`config.mk`:
```
export PLATFORM = sky130hd
export DESIGN_NAME = pwm_capture
export DESIGN_NICKNAME = d
export VERILOG_FILES = /design/src/rtl/pwm_pkg.sv /design/src/rtl/pwm_sync.sv /design/src/rtl/pwm_capture.sv
export SDC_FILE = /design/constraint.sdc
export NUM_CORES = 1
export LEC_CHECK = 0
export CAP_MARGIN = 40
export CELL_PAD_IN_SITES_DETAIL_PLACEMENT = 1
export CELL_PAD_IN_SITES_GLOBAL_PLACEMENT = 1
export CORE_MARGIN = 3
export CORE_UTILIZATION = 48
export CTS_BUF_LIST = sky130_fd_sc_hd__clkbuf_8 sky130_fd_sc_hd__clkbuf_16
export DETAILED_ROUTE_END_ITERATION = 16
export PLACE_DENSITY_LB_ADDON = 0.12
export SLEW_MARGIN = 10
export SYNTH_ARGS = -nofsm -noshare
export SYNTH_HDL_FRONTEND = slang
export SYNTH_SLANG_ARGS = --single-unit
export TNS_END_PERCENT = 10
```
`constraint.sdc`:
```
create_clock -name clk -period 3.5 [get_ports clk]
set_input_delay 0.875 -clock clk [delete_from_list [all_inputs] [get_ports clk]]
set_output_delay 0.875 -clock clk [all_outputs]
set_load 0.02 [all_outputs]
```
`src/rtl/pwm_pkg.sv`:
```
// Shared definitions for the PWM capture path: default counter width,
// FSM state encoding and the duty-code mapping.
package pwm_pkg;

   localparam int CBITS_DEFAULT = 14;

   typedef enum logic [1:0] {
      IDLE,
      HIGH,
      LOW
   } state_t;

   // Top three bits below the half-scale bit; anything at or above half scale reads as 7.
   function automatic logic [2:0] duty_code_of(input logic [31:0] w, input int cbits);
      logic [31:0] half;
      half = 32'd1 << (cbits - 1);
      if (w >= half) begin
         return 3'd7;
      end
      return 3'(w >> (cbits - 4));
   endfunction

endpackage

```
`src/rtl/pwm_sync.sv`:
```
// Two-flop synchronizer for the PWM input plus a delayed copy for edge detection.
module pwm_sync (
   input  logic clk,
   input  logic rst_n,
   input  logic pulse_in,
   output logic pulse_s,
   output logic rise,
   output logic fall
);

   logic sync1_reg;
   logic pulse_s_reg;
   logic pulse_d_reg;

   always_ff @(posedge clk) begin
      if (!rst_n) begin
         sync1_reg   <= 1'b0;
         pulse_s_reg <= 1'b0;
         pulse_d_reg <= 1'b0;
      end else begin
         sync1_reg   <= pulse_in;
         pulse_s_reg <= sync1_reg;
         pulse_d_reg <= pulse_s_reg;
      end
   end

   assign pulse_s = pulse_s_reg;
   assign rise    = pulse_s_reg & ~pulse_d_reg;
   assign fall    = ~pulse_s_reg & pulse_d_reg;

endmodule

```
`src/rtl/pwm_capture.sv`:
```
// Measures high time and period of every complete PWM period and flags a
// stuck line when no edge arrives within the timeout window.
module pwm_capture
   import pwm_pkg::*;
#(
   parameter int CBITS = CBITS_DEFAULT
) (
   input  logic           clk,
   input  logic           rst_n,
   input  logic           pulse_in,
   output logic [CBITS:0] width,
   output logic [CBITS:0] period,
   output logic [2:0]     duty_code,
   output logic           valid,
   output logic           stuck
);

   localparam logic [CBITS:0] CNT_MAX = '1;
   localparam logic [CBITS:0] CNT_ONE = {{CBITS{1'b0}}, 1'b1};

   logic pulse_s;
   logic rise;
   logic fall;

   pwm_sync u_sync (
      .clk      (clk),
      .rst_n    (rst_n),
      .pulse_in (pulse_in),
      .pulse_s  (pulse_s),
      .rise     (rise),
      .fall     (fall)
   );

   state_t         state_reg, state_next;
   logic [CBITS:0] hi_cnt_reg, hi_cnt_next;
   logic [CBITS:0] per_cnt_reg, per_cnt_next;
   logic [CBITS:0] gap_cnt_reg, gap_cnt_next;

   // Report stage between the FSM and the output registers.
   logic           rep_valid_reg, rep_valid_next;
   logic [CBITS:0] rep_width_reg, rep_width_next;
   logic [CBITS:0] rep_period_reg, rep_period_next;
   logic           rep_stuck_reg, rep_stuck_next;

   logic [CBITS:0] width_reg;
   logic [CBITS:0] period_reg;
   logic [2:0]     duty_reg;
   logic           valid_reg;
   logic           stuck_reg;

   function automatic logic [CBITS:0] sat_inc(input logic [CBITS:0] v);
      return (v == CNT_MAX) ? v : v + CNT_ONE;
   endfunction

   always_ff @(posedge clk) begin
      if (!rst_n) begin
         state_reg      <= IDLE;
         hi_cnt_reg     <= '0;
         per_cnt_reg    <= '0;
         gap_cnt_reg    <= '0;
         rep_valid_reg  <= 1'b0;
         rep_width_reg  <= '0;
         rep_period_reg <= '0;
         rep_stuck_reg  <= 1'b0;
      end else begin
         state_reg      <= state_next;
         hi_cnt_reg     <= hi_cnt_next;
         per_cnt_reg    <= per_cnt_next;
         gap_cnt_reg    <= gap_cnt_next;
         rep_valid_reg  <= rep_valid_next;
         rep_width_reg  <= rep_width_next;
         rep_period_reg <= rep_period_next;
         rep_stuck_reg  <= rep_stuck_next;
      end
   end

   always_comb begin
      state_next      = state_reg;
      hi_cnt_next     = hi_cnt_reg;
      per_cnt_next    = per_cnt_reg;
      gap_cnt_next    = gap_cnt_reg;
      rep_valid_next  = 1'b0;
      rep_width_next  = '0;
      rep_period_next = '0;
      rep_stuck_next  = 1'b0;

      case (state_reg)
         IDLE: begin
            if (rise) begin
               hi_cnt_next  = CNT_ONE;
               per_cnt_next = CNT_ONE;
               gap_cnt_next = '0;
               state_next   = HIGH;
            end
         end
         HIGH: begin
            if (fall) begin
               per_cnt_next = sat_inc(per_cnt_reg);
               gap_cnt_next = '0;
               state_next   = LOW;
            end else if (gap_cnt_reg == CNT_MAX) begin
               // Line stuck at its current level: high reads full scale, low reads zero.
               rep_valid_next = 1'b1;
               rep_width_next = pulse_s ? CNT_MAX : '0;
               rep_stuck_next = 1'b1;
               state_next     = IDLE;
            end else begin
               hi_cnt_next  = sat_inc(hi_cnt_reg);
               per_cnt_next = sat_inc(per_cnt_reg);
               gap_cnt_next = sat_inc(gap_cnt_reg);
            end
         end
         LOW: begin
            if (rise) begin
               rep_valid_next  = 1'b1;
               rep_width_next  = hi_cnt_reg;
               rep_period_next = per_cnt_reg;
               hi_cnt_next     = CNT_ONE;
               per_cnt_next    = CNT_ONE;
               gap_cnt_next    = '0;
               state_next      = HIGH;
            end else if (gap_cnt_reg == CNT_MAX) begin
               rep_valid_next = 1'b1;
               rep_width_next = pulse_s ? CNT_MAX : '0;
               rep_stuck_next = 1'b1;
               state_next     = IDLE;
            end else begin
               per_cnt_next = sat_inc(per_cnt_reg);
               gap_cnt_next = sat_inc(gap_cnt_reg);
            end
         end
         default: begin
            state_next = IDLE;
         end
      endcase
   end

   always_ff @(posedge clk) begin
      if (!rst_n) begin
         valid_reg  <= 1'b0;
         width_reg  <= '0;
         period_reg <= '0;
         duty_reg   <= 3'd0;
         stuck_reg  <= 1'b0;
      end else begin
         valid_reg <= rep_valid_reg;
         if (rep_valid_reg) begin
            width_reg  <= rep_width_reg;
            period_reg <= rep_period_reg;
            duty_reg   <= duty_code_of(32'(rep_width_reg), CBITS);
            stuck_reg  <= rep_stuck_reg;
         end
      end
   end

   assign width     = width_reg;
   assign period    = period_reg;
   assign duty_code = duty_reg;
   assign valid     = valid_reg;
   assign stuck     = stuck_reg;

endmodule

```
==> results.py <==
metrics = {
    "cells_and_area": {
        "num-fill-cells": 1255,
        "instances_no_fill": 795,
        "drive_above_1_share_pct": 8.95,
        "post-route-util_pct": 61.0,
        "areaGrowthSynthToFinish_pct": 21.4,
        "antenna_cells": 0,
        "nNetsFinal": 656,
        "fin_area_um2": 6380,
    },
    "cts": {
        "cts_tree": "built",
        "clockBufferDepth": 2,
        "post_cts_buffers": 0,
        "path_clk_slew_ps": 60,
        "h-tree-depth": 4,
        "clockRootBuffer": "clkbuf_8",
        "cts_buffers": 17,
        "clk_latency_ps": 530,
        "cts_hold_buf": 0,
        "cts.sinks": 117,
        "cts.repair.resized": 0,
    },
    "routing": {
        "viasPerCell": 6.35,
        "drcViolationCount": 0,
        "wl_per_cell_um": 20.9,
        "vias": 5050,
        "firstDrtPassIters": 5,
        "drtAntennaViolNets": 0,
        "routed_wl_um": 16600,
        "drt_iter0_markers": 310,
    },
    "power_and_ir_drop": {
        "p_leak_nw": 2.08,
        "powerDensity_nw_per_um2": 540,
        "ir_drop_v": 0.000497,
    },
    "timing": {
        "rsz0062_at_grt": "no",
        "setup_viol": 0,
        "timing.final.max_slew_violations": 0,
        "finalHoldViolCount": 0,
        "period_share_pct": 79.5,
        "period_minus_slack_ps": 2780,
        "worst_pin_slew_ps": 775,
        "finClkSkew_ps": 5.30,
        "relSlewSlack_pct": 48.0,
        "fin_ws_ps": 717,
        "setup_tns_ps": 0,
        "maxClockFrequency_mhz": 359,
    },
    "logic_synthesis": {
        "synth-seq-cells": 117,
        "synthCells": 616,
        "yosysUniqueCellTypes": 58,
        "syn_nets": 626,
        "synth_warnings": 0,
        "ys_seq_area_share_pct": 44.6,
        "syn_avg_cell_area_um2": 8.53,
        "synthAdderAreaFrac_pct": 1.67,
        "ys.flop_type": "dfxtp_1",
        "synth_top_family_by_area": "simple AND/OR/NAND/NOR gates",
        "async_flop_share_pct": 0,
        "netlist_area_um2": 5260,
        "synth.area.mux_share_pct": 6.10,
        "yosys.area_share.simple_pct": 24.3,
        "synth_xor_area_share_pct": 0,
        "synth-edff-count": 0,
        "synth_compound_area_share_pct": 19.5,
    },
    "global_route": {
        "grt_busiest_layer": "met2",
        "grt_overflow_total": 0,
        "met3_usage_pct": 7.73,
        "grt_pass1_wl_um": 27700,
        "grt_max_degree": 27,
        "use_met1_pct": 36.1,
        "grt_use_total_pct": 27.8,
        "grt_use_met2_pct": 44.5,
        "antenna_found_initial": 0,
        "first_global_vias": 5236,
    },
    "placement": {
        "port_buffers": 37,
        "dp_slack_ps": 777,
        "gp_congestion": 0.875,
        "postPlaceCellArea_um2": 5760,
        "hpwlAfterDp_um": 10200,
        "dp_cells": 763,
    },
    "floorplan": {
        "io_pins": 38,
        "core_area_um2": 10500,
        "die_width_um": 111,
        "row_count": 37,
        "floorplan.initialDensity_pct": 50.2,
        "die_h_um": 111,
        "die_area_um2": 12200,
    },
    "critical_path": {
        "cp_max_fo": 21,
        "critPathArrivalTime_ps": 3250,
        "worstPathCellList": "inv_1 -> ha_1 -> or2_1 -> a221oi_2 -> nand4_1 -> or4b_1 -> a21oi_1",
        "crit_type": "reg -> reg",
        "cp.required_ps": 3970,
        "start_kind": "flip-flop",
        "crit_slowest_cell": "a221oi_2",
        "critPathCaptureType": "flip-flop",
        "critPathMaxStageDelay_ps": 560,
    },
    "run": {
        "cap_violations": 0,
    },
    "status": {
        "status": "finished, final reports clean",
    },
    "hold_path": {
        "hp-class": "reg -> reg",
    },
}
path summary, 6_finish.rpt:
check / startpoint / end / slack [ps] / cells after the start
worst min-delay path: u_sync.sync1_reg / u_sync.pulse_s / 440 / 1
worst min register to register: u_sync.sync1_reg / u_sync.pulse_s / 440 / 1
worst max-delay path: state_reg[0] / hi_cnt_reg[7] / 720 / 7
worst max register to register: state_reg[0] / hi_cnt_reg[7] / 720 / 7
logic make-up after synthesis:
logic type,count (synthesis)
AOI/OAI and AO/OA,164
adders and majority gates,7
buffers and inverters,52
DFF,117
muxes,32
and+or+nand+nor,244
cells in the final DEF, fill, tap and decap left out, types with 4 or more instances in the layout:
cell	n
dfxtp_1	116
nor2_1	60
a21oi_1	53
o21ai_0	44
nand2_1	39
clkdlybuf4s50_1	37
mux2i_1	32
nand4_1	30
nand3_1	29
and2_1	21
nor3_1	16
clkbuf_16	16
buf_4	13
inv_1	11
nor4_1	10
o31ai_1	9
a31oi_1	8
ha_1	7
and3_1	6
o211ai_1	6
and4_1	5
o21a_1	5
a41oi_1	5
o22ai_1	4
or4_1	4
clkinv_4	4
bufinv_16	4
where the power goes:
group | switching, W | total (W) | internal (W)
registers | 0.0000126 | 0.00135 | 0.00134
logic | 0.000181 | 0.000255 | 0.0000747
clock network | 0.000673 | 0.00184 | 0.00116
total | 0.000867 | 0.00344 | 0.00258
cells in the mapped netlist (4+ instances only):
library cell  count  area share, %
dfxtp_1         117             45
nor2_1           60            4.3
a21oi_1          53            5.0
o21ai_0          44            4.2
nand2_1          39            2.8
mux2i_1          32            6.1
nand4_1          30            3.6
nand3_1          29            2.8
clkbuf_1         27            1.9
and2_1           21            2.5
nor3_1           16            1.5
inv_1            12           0.86
nor4_1           10            1.2
o31ai_1           9            1.3
a31oi_1           8           0.95
buf_2             7           0.67
ha_1              7            1.7
and3_1            6           0.71
buf_1             6           0.43
o211ai_1          6           0.86
a41oi_1           5           0.83
and4_1            5           0.83
o21a_1            5           0.71
o22ai_1           4           0.48
or4_1             4           0.57
per-stage QoR:
stage	hold WS, ps	power [W]
after global placement	418	0.00161
after floorplan	412	0.00155
after detailed placement	426	0.00163
final	437	0.00344
after CTS	440	0.00346
after global routing	452	0.00356
area by class of cell:
type	instances	area, µm²	area share (%)
Inverter	12	45.0	0.706
Multi-Input combinational cell	447	2710	42.5
Clock inverter	15	204	3.20
Tap cell	136	170	2.67
Clock buffer	17	414	6.49
Timing Repair Buffer	51	495	7.76
Sequential cell	117	2340	36.7
layer usage:
metal  share of wire [%]  vias up
met5                   0        -
met4                 2.4        0
met3                 5.1       46
met2                  48      166
met1                  44     2505
li1                    -     2333
worst max-delay path: cells and delay by family, from the launching register on:
family | cells | cell delay, ps
AOI/OAI and AO/OA | 2 | 700
adders and majority gates | 1 | 340
buffers and inverters | 1 | 100
DFF | 1 | 390
and+or+nand+nor | 3 | 1190
No activity file was read; power rests on OpenSTA's default activity.
==> edit 1, RTL diff (same flow settings) <==
Set the package constant `CBITS_DEFAULT` to 10 (it was 14).
--- a/src/rtl/pwm_pkg.sv
+++ b/src/rtl/pwm_pkg.sv
@@ -2,7 +2,7 @@
 // FSM state encoding and the duty-code mapping.
 package pwm_pkg;
 
-   localparam int CBITS_DEFAULT = 14;
+   localparam int CBITS_DEFAULT = 10;
 
    typedef enum logic [1:0] {
       IDLE,
Ports: changed (resized period and width); port bits go from 38 to 30. No check against the original RTL was run, so the function may have changed too.
==> edit 1 against the unedited design <==
Wire length down 39%; worst setup slack improved by 54 ps; synthesized cell count down 29%; area after synthesis fell by 25%; sequential cell count fell by 28; count of clock-buffer cells in the layout decreased by 8; utilization shrank 3.9 points; combinational power decreased by 68%; design area is 30% lower; critical path type unchanged; highest routed layer unchanged; global-route usage is 5.1 points lower; power down 47%; clock skew increased by 5.5 ps.
==> edit 1: results (changes against the unedited design) <==
| Metric | Value |
|---|---|
| Area after DPL | 4280 um2 (-26%) |
| Drt initial violations | 159 (-49%) |
| Layout cells sized above 1 | 7.92% (-1.0 points) |
| First-pass GRT wire length | 16400 um (-41%) |
| Num CTS Buffers | 9 (-8) |
| Met2 wire length | 4850 um (-39%) |
| Largest net degree at the start of global routing | 38 (+41%) |
| Met2 Use GR | 37.8% (-6.7 points) |
| Post-Place Cells | 553 (-28%) |
| Most frequent cells after synthesis | dfxtp_1, nor2_1, nand2_1, a21oi_1, o21ai_0 |
| Seq/Total Area, Yosys | 45.4% (+0.79 points) |
| Clk_lat worst skew | 360 ps (-170 ps) |
| Via-per-instance ratio | 5.84 (-8.1%) |
| DRT met1 WL | 4760 um (-35%) |
| Clock Skew | 10.8 ps (+5.49 ps) |
| CP top delay family | compound AO/OA/AOI/OAI gates |
| Syn Inst Count | 440 (-29%) |
| DP HPWL | 7110 um (-30%) |
| Total track usage | 22.7% (-5.1 points) |
| DRT Pass-1 Iters | 4 (-1) |
| CP max stage cell | a211oi_1 |
| Post-synth cell types | 59 (+1.7%) |
| Vias | 3322 (-34%) |
| GRT met1 Usage | 29.9% (-6.2 points) |
| Nonclk inv count | 9 (-3) |
| Crit-path max cell delay | 680 ps (+120 ps) |
| Maximum fanout along the worst path | 14 (-33%) |
| Worst EP arrival | 2980 ps (-270 ps) |
| NonClk Buf Share | 7.49% (-0.28 points) |
| Utilization after layout | 57.1% (-3.9 points) |
| Register fraction of the total cell area | 39.8% (+3.1 points) |
| Wire length on met3 | 338 um (-60%) |
| Seq cells | 89 (-24%) |
| TAP cells | 102 (-25%) |
| Clock-cell share of area | 4.36% (-5.3 points) |
| Average routed wire per standard cell | 17.7 um (-15%) |
| LEAKAGE | 1.52 nW (-27%) |
| Syn_nets | 450 (-28%) |
| Peak supply drop | 0.163 mV (-67%) |
| H-tree lvl count | 3 (-1) |
| Clock transition at path regs | 90 ps (+30 ps) |
| Count of multi-input gates | 318 (-29%) |
| Final nets | 472 (-28%) |
| GP Congestion | 0.834 (-4.7%) |
| Area contributors post-synth | dfxtp_1, mux2i_1, nor2_1, a21oi_1, o21ai_0 |
| Met3 usage | 3.49% (-4.2 points) |
| Non-clk bufs | 35 (-31%) |
| Fillers | 934 (-26%) |
| Status | completed |
| NetSw | 438 uW (-49%) |
| Fraction of area in multi-input gates | 44.8% (+2.3 points) |
==> edit 1: cell families (layout without fill, tap and decap cells) <==
logic type	Yosys count	count (layout)	share of synthesized area, %
and+or+nand+nor	172	172	22.9
AOI/OAI and AO/OA	112	112	19.2
DFF	89	89	45.4
buffers and inverters	33	60	3.60
muxes	23	23	5.86
adders and majority gates	7	7	2.23
xor gates and xnor gates	4	4	0.892
==> edit 1: power by group through the flow <==
stage	registers (mW)	clock network, mW	logic [mW]
floorplan	1.05	0	0.0603
global placement	1.05	0	0.0782
finish	1.03	0.700	0.0814
global route	1.03	0.763	0.0907
detailed placement	1.05	0	0.0809
CTS	1.03	0.718	0.0814
==> edit 1: path summary, 6_finish.rpt <==
check	startpoint	to	slack [ps]	cells past startpoint
max	state_reg[0]	hi_cnt_reg[8]	770	7
min	u_sync.sync1_reg	u_sync.pulse_s	470	1
max reg2reg	state_reg[0]	hi_cnt_reg[8]	770	7
min reg2reg	u_sync.sync1_reg	u_sync.pulse_s	470	1
==> edit 2, RTL diff (same flow settings) <==
Made on the original files. Re-encode `state_t` (3 states) as one-hot, 3 bits wide.
--- a/src/rtl/pwm_pkg.sv
+++ b/src/rtl/pwm_pkg.sv
@@ -4,10 +4,10 @@
 
    localparam int CBITS_DEFAULT = 14;
 
-   typedef enum logic [1:0] {
-      IDLE,
-      HIGH,
-      LOW
+   typedef enum logic [2:0] {
+      IDLE = 3'b001,
+      HIGH = 3'b010,
+      LOW  = 3'b100
    } state_t;
 
    // Top three bits below the half-scale bit; anything at or above half scale reads as 7.
Function: no difference found for any inputs over 10 cycles, from zero or initial values and one cycle with rst_n low; not proved beyond that.
==> edit 2 against the unedited design <==
Worst setup slack better by 100 ps; first-iteration DRC count down 22%; sequential cell count up 1; utilization down 0.070 points; final cell count down 11%; design area down 6.3%; wire length down 12%; area after synthesis down 7.5%; critical path type unchanged; largest cell class is now registers.
Power is not compared: it rests on default switching activity, and its combinational part moved more than twofold at a synthesized area within 25%.
==> edit 2: results (changes against the unedited design) <==
| Metric | Value |
|---|---|
| Status | completed |
| Vias in the first global route | 4651 (-11%) |
| Largest net degree at the start of global routing | 46 (+70%) |
| LEAKAGE | 2.10 nW |
| Area contributors post-synth | dfxtp_1, mux2i_1, nor2_1, a21oi_1, o21ai_1 |
| Multi-input logic area | 2360 um2 (-13%) |
| Fillers | 1127 (-10%) |
| Via-per-instance ratio | 5.94 (-6.4%) |
| Drt initial violations | 243 (-22%) |
| Slew headroom | 48.5% (+0.51 points) |
| First-pass GRT wire length | 24500 um (-12%) |
| Area after DPL | 5360 um2 (-7.1%) |
| Post-synth cell types | 61 (+5.2%) |
| Synth Area in XOR/XNOR | 2.88% (+2.9 points) |
| Syn_nets | 533 (-15%) |
| Average routed wire per standard cell | 20.7 um (-1.1%) |
| Synth Area in Compound Gates | 16.6% (-2.9 points) |
| Post-Place Cells | 679 (-11%) |
| Worst EP arrival | 3120 ps (-130 ps) |
| Crit-path max cell delay | 670 ps (+110 ps) |
| Port Buffer Count | 37 (unchanged) |
| DP HPWL | 8800 um (-13%) |
| Seq/Total Area, Yosys | 48.6% (+4.0 points) |
| Post-Syn Area per Cell | 9.22 um2 (+8.1%) |
| CP max stage cell | nand3_1 |
| Proportion of synthesized area in mux cells | 6.39% (+0.29 points) |
| DRT Pass-1 Iters | 4 (-1) |
| Final nets | 571 (-13%) |
| Worst reg-to-reg path cell count | 5 (-2) |
| Maximum fanout along the worst path | 15 (-29%) |
| Vias | 4226 (-16%) |
| Reg-to-reg startpoint | gap_cnt_reg[0] |
| Worst R2R End | rep_width_reg[7] |
| R2R setup slack | 820 ps (+100 ps) |
| Layout cells sized above 1 | 10.2% (+1.3 points) |
| Clock Skew | 13.0 ps (+7.68 ps) |
| Most frequent cells after synthesis | dfxtp_1, nor2_1, a21oi_1, o21ai_1, mux2i_1 |
| Num CTS Buffers | 17 (unchanged) |
| Total track usage | 27.6% (-0.19 points) |
## edit 2: cell types whose count changed in the layout (fill, tap and decap cells not counted), sizes merged, moves of 5 or more
cell   before  now
xor2        0   13
nor4       10    5
o31ai      10    3
nand2      39   25
inv        15    5
and3        6   11
nand4      30   12
a31oi       8    3
a21oi      54   36
nor2       60   70
nand3      29   18
## edit 2: per-layer routing
layer  up-vias  wire length [um]  global-route usage (%)
met5         -                 0                       0
met4         0               276                    10.1
met3        27               653                    7.53
met2       112              7610                    48.6
met1      2109              6170                    32.0
li1       1978                 -                       -
## edit 2: worst max path at each step
| stage | depth (start not counted) | to | from |
|---|---|---|---|
| global route | 7 | hi_cnt_reg[4] | gap_cnt_reg[0] |
| floorplan | 8 | hi_cnt_reg[8] | gap_cnt_reg[0] |
| detailed placement | 4 | rep_period_reg[14] | rst_n |
| finish | 5 | rep_width_reg[7] | gap_cnt_reg[0] |
| global placement | 5 | hi_cnt_reg[4] | rst_n |
| CTS | 7 | hi_cnt_reg[4] | gap_cnt_reg[0] |
## edit 2: area by class of cell
class | count | area share (%)
flip-flops and latches | 118 | 39.5
multi-input cells | 378 | 39.4
repair buffers | 47 | 7.66
clock buffers | 18 | 7.15
clock inverters | 14 | 3.33
well taps | 133 | 2.78
inverters | 3 | 0.188
## edit 2: power breakdown
part / switching, mW / internal, mW / total [mW]
clock: 0.673 / 1.18 / 1.85
combinational: 0.0466 / 0.0173 / 0.0639
sequential: 0.00585 / 1.35 / 1.35
total: 0.725 / 2.55 / 3.27
## edit 2: through the flow
stage | hold WS (ps) | setup WS, ps
floorplan | 412 | 1440
global placement | 426 | 1010
detailed placement | 441 | 870
CTS | 459 | 841
global route | 467 | 650
finish | 455 | 817
